`config.mk`:
```
export PLATFORM = sky130hd
export DESIGN_NAME = okand_serial_alu
export DESIGN_NICKNAME = d
export VERILOG_FILES = /design/src/rtl/okand_serial_alu.sv
export SDC_FILE = /design/constraint.sdc
export NUM_CORES = 1
export LEC_CHECK = 0
export CORE_AREA = 5 5 91 136
export CTS_BUF_LIST = sky130_fd_sc_hd__clkbuf_4
export DETAILED_ROUTE_END_ITERATION = 16
export DIE_AREA = 0 0 96 141
export GPL_TIMING_DRIVEN = 0
export PLACE_DENSITY = 0.68
export SYNTH_ARGS = -nofsm -noshare
export SYNTH_HDL_FRONTEND = slang
export SYNTH_SLANG_ARGS = --single-unit
```
`constraint.sdc`:
```
create_clock -name pc_clk -period 4.1 [get_ports pc_clk]
set_clock_uncertainty 0.15 [all_clocks]
set_input_delay 0.615 -clock pc_clk [delete_from_list [all_inputs] [get_ports pc_clk]]
set_output_delay 0.615 -clock pc_clk [all_outputs]
set_load 0.02 [all_outputs]
```
`src/rtl/okand_serial_alu.sv`:
```
// okand_serial_alu: serial opcode/operand receiver, five-op ALU and serial result/flag sender
module okand_serial_alu #(
    parameter int WIDTH     = 16,
    parameter bit MSB_FIRST = 1'b0
) (
    input  logic pc_clk,
    input  logic pc_rst,
    input  logic pc_data,
    input  logic pc_valid,
    output logic fpga_data,
    output logic fpga_valid,
    output logic fpga_busy,
    output logic l1,
    output logic l2
);
    localparam int FRAME = 3 + 2 * WIDTH;
    localparam int CW    = $clog2(FRAME + 1);
    localparam int OW    = $clog2(WIDTH + 2);
    localparam logic [1:0] RECV    = 2'd0;
    localparam logic [1:0] COMPUTE = 2'd1;
    localparam logic [1:0] SEND    = 2'd2;

    logic [1:0]       state;
    logic [CW-1:0]    in_cnt;
    logic [OW-1:0]    out_idx;
    logic [2:0]       op;
    logic [WIDTH-1:0] a, b, r, r_next;
    logic             flag, flag_next;
    logic [WIDTH:0]   sum, diff;
    logic             take, last_in, last_out, in_op, in_a;

    assign take     = (state == RECV) && pc_valid;
    assign last_in  = in_cnt == CW'(FRAME - 1);
    assign last_out = out_idx == OW'(WIDTH);
    assign in_op    = in_cnt < CW'(3);
    assign in_a     = in_cnt < CW'(3 + WIDTH);
    assign sum      = {1'b0, a} + {1'b0, b};
    assign diff     = {1'b0, a} - {1'b0, b};
    assign fpga_busy = state != RECV;
    assign l1       = (state == RECV) && (in_cnt == '0);
    assign l2       = pc_clk;

    // result and flag for the latched opcode; top bit of the widened sum/diff is carry/borrow
    always_comb begin
        r_next    = op == 3'd0 ? a & b :
                    op == 3'd1 ? a | b :
                    op == 3'd2 ? a ^ b :
                    op == 3'd3 ? sum[WIDTH-1:0] :
                    op == 3'd4 ? diff[WIDTH-1:0] : '0;
        flag_next = op < 3'd3  ? ~|r_next :
                    op == 3'd3 ? sum[WIDTH] :
                    op == 3'd4 ? diff[WIDTH] : 1'b1;
    end

    // shift accepted bits into op, then A, then B; bit count alone tracks frame position
    always_ff @(posedge pc_clk or posedge pc_rst) begin
        if (pc_rst) begin
            op <= '0;
            a  <= '0;
            b  <= '0;
        end else if (take) begin
            if (in_op)
                op <= MSB_FIRST ? {op[1:0], pc_data} : {pc_data, op[2:1]};
            else if (in_a)
                a <= MSB_FIRST ? {a[WIDTH-2:0], pc_data} : {pc_data, a[WIDTH-1:1]};
            else
                b <= MSB_FIRST ? {b[WIDTH-2:0], pc_data} : {pc_data, b[WIDTH-1:1]};
        end
    end

    // sequencing: count input bits, latch result for one cycle, then stream R and FLAG
    always_ff @(posedge pc_clk or posedge pc_rst) begin
        if (pc_rst) begin
            state      <= RECV;
            in_cnt     <= '0;
            out_idx    <= '0;
            r          <= '0;
            flag       <= 1'b0;
            fpga_data  <= 1'b0;
            fpga_valid <= 1'b0;
        end else if (state == RECV) begin
            fpga_valid <= 1'b0;
            if (pc_valid) begin
                in_cnt <= last_in ? '0 : in_cnt + 1'b1;
                state  <= last_in ? COMPUTE : RECV;
            end
        end else if (state == COMPUTE) begin
            r          <= r_next;
            flag       <= flag_next;
            out_idx    <= '0;
            fpga_valid <= 1'b0;
            state      <= SEND;
        end else if (state == SEND) begin
            fpga_valid <= 1'b1;
            fpga_data  <= last_out ? flag : (MSB_FIRST ? r[WIDTH-1] : r[0]);
            r          <= MSB_FIRST ? r << 1 : r >> 1;
            out_idx    <= out_idx + 1'b1;
            state      <= last_out ? RECV : SEND;
        end else begin
            fpga_valid <= 1'b0;
            state      <= RECV;
        end
    end
endmodule
```
==> flow_summary.ini <==
[run_status]
outcome = completed

[critical_path]
crit_path_max_fanout = 2
critPathBufInv = 4
crit_path_cell_trace = clkbuf_4 -> clkbuf_4 -> buf_4 -> clkdlybuf4s50_1
criticalPathCategory = clock port to primary output
start_kind = clock port
arrival_ns = 2.92
worst_setup_path_end_kind = primary output
max_stage_delay_ns = 0.53
worst_path_dominant_cell_family = buffers and inverters
slowest_stage = clkdlybuf4s50_1
crit_required_ns = 3.34
cp_common_cell = clkbuf_4

[final_layout]
drive_gt1_share_pct = 11.0
multiInputGateArea_mm2 = 0.00350
register_area_mm2 = 0.00168
areaGrowthSynthToFinish_pct = 7.95
diodes = 0
nets = 758
fill_cells = 1058

[grt]
grt_max_degree = 68
grt_use_total_pct = 24.4
grt_pass1_wl_mm = 25.5
antenna_found_initial = 0
gr-total-overflow = 0
grt_pass1_vias = 4972

[yosys]
yosys.area_share.adder_pct = 13.2
synth_cell_types = 85
synth_top_area_share_pct = 29.4
ys_top_cells_by_count = 72 x nand2_1, 67 x dfrtp_1, 65 x o21ai_0
synth_most_common_cell = nand2_1
synth-simple-area-share_pct = 18.7
synth_flop_cell = dfrtp_1
muxShareOfSynthArea_pct = 3.69
synth_seq_cells = 67
async_flop_share_pct = 100
synth_top_family_by_area = compound AO/OA/AOI/OAI gates
seq_area_frac_synth_pct = 29.4
synth_xor_xnor_area_share_pct = 1.23
synth_compound_area_share_pct = 24.7
synth_warnings = 0
synth_top_cell_by_area = dfrtp_1
syn_area_per_cell_um2 = 8.47
ys_top_cells_by_area = dfrtp_1 29%, ha_1 13%, o21ai_0 5.7%
syn_nets = 736
netlist_area_mm2 = 0.00570
synth-edff-count = 0
postSynthCellCount = 673

[floorplanning]
rows = 48
fp.dieW_um = 96
die_h_um = 141
core_area_mm2 = 0.0112
design.die.area_mm2 = 0.0135
pin_count = 9
initial_core_util_pct = 51.0

[pwr]
powerDensity_mw_per_mm2 = 951
vdd_drop_max_mv = 0.516
power.leakage_nw = 2.64

[drt]
first_iter_violations = 375
viasPerCell = 5.96
drc = 0
dr.pass1.iters = 5
num_vias = 5066
wire_per_inst_um = 18.5
antenna_left = 0
wl_mm = 15.7

[cts]
insertion_delay_ns = 0.56
cts_setup_buffers = 0
cts_tree = built
cts_resized = 0
cts.hold.buffers_added = 0
path_clk_slew_ns = 0.13

[job]
maxCapViolCount = 0

[sta]
worst_slack_ns = 0.411
setup_viol = 0
tightest_slew_ns = 1.13
slew_violations = 0
fin_setup_tns_ns = 0
hold_violations = 0
rsz0062_at_grt = no
relSlewSlack_pct = 23.9

[place]
routabilityCongestion = 0.980
dp_hpwl_mm = 11.9
portBuffers = 8
dp_slack_ns = 0.579

[hold_path]
hold_class = flop to flop
report_power, final:
part           leakage [nW]  internal (mW)  switching [mW]  total (mW)
logic                  1.69           1.61            2.45        4.06
clock network         0.104          0.305           0.296       0.602
registers             0.848          0.951           0.238        1.19
total                  2.64           2.86            2.99        5.85
layer usage:
| metal | GRT usage, % | vias to the layer above | routed length, um |
|---|---|---|---|
| met1 | 30.9 | 2497 | 6810 |
| li1 | - | 2429 | - |
| met4 | 10.6 | 0 | 534 |
| met2 | 40.2 | 104 | 7850 |
| met3 | 3.90 | 36 | 541 |
| met5 | 0 | - | 0 |
worst reg2reg max path, cell delays in order (launching register included):
cell,delay [ns]
dfrtp_1,0.41
inv_1,0.10
ha_1,0.20
inv_1,0.07
fa_1,0.40
nor2b_1,0.18
o311ai_1,0.30
a21oi_1,0.21
a211o_1,0.35
a311o_1,0.37
a21oi_2,0.16
o2111ai_1,0.16
nor4_1,0.26
a31o_1,0.19
sequential cells by signal (all words and copies together), names as in the netlist:
register	flops
flag	1
in_cnt	6
op	3
b	16
r	16
fpga_data	1
a	16
state	2
fpga_valid	1
out_idx	5
path summary, 6_finish.rpt:
check	start	end	slack, ns	cells after the start
worst max-delay path	pc_clk	l2	0.41	4
worst min-delay path	r[14]$_DFFE_PP0P_	r[14]$_DFFE_PP0P_	0.35	1
worst max register to register	a[0]$_DFFE_PP0P_	flag$_DFFE_PP0P_	0.55	13
worst min register to register	r[14]$_DFFE_PP0P_	r[14]$_DFFE_PP0P_	0.35	1
max in group asynchronous	pc_rst	b[7]$_DFFE_PP0P_	2.83	2
min in group asynchronous	pc_rst	fpga_valid$_DFF_PP0_	0.41	2
through the flow:
step | hold slack, ns | power, mW | instances | cell area [um2] | util, %
after floorplan | 0.299 | 4.19 | 673 | 5700 | -
after global placement | 0.310 | 5.15 | 831 | 5970 | 53.4
after detailed placement | 0.321 | 5.24 | 831 | 5970 | 53.4
after CTS | 0.351 | 5.81 | 850 | 6150 | 55.1
after global routing | 0.364 | 6.32 | 850 | 6150 | 55.1
final | 0.350 | 5.85 | 850 | 6150 | 55.1
layout make-up:
class                      count  area share [%]
multi-input combinational    502            57.0
sequential                    67            27.3
buffer                        41            4.58
inverter                      63            3.88
tap                          150            3.05
clock buffer                  13            1.63
clock inverter                 7            1.50
timing repair buffer           7            1.14
placed cells by master, fill, tap and decap left out, drive strengths merged, types with 8 or more instances in the layout:
master and count:
mux2i 12, nor3 15, inv 63, buf 14, nand2 73, o31ai 9
o211ai 11, nand3 11, ha 57, o21ai 74, o21a 8, mux2 8
a21oi 35, dfrtp 67, nor2 39, a21o 10, clkbuf 38, clkdlybuf4s50 8
nand4 8, nor2b 12
cell families (layout without fill, tap and decap cells):
| logic type | after synthesis | count (layout) |
|---|---|---|
| fa+ha+maj | 59 | 59 |
| buf+inv | 104 | 131 |
| simple gates | 208 | 208 |
| mux | 20 | 20 |
| compound gates | 207 | 207 |
| flops | 67 | 67 |
| xor+xnor | 8 | 8 |
Note: power is estimated with default switching activity, not from simulation.
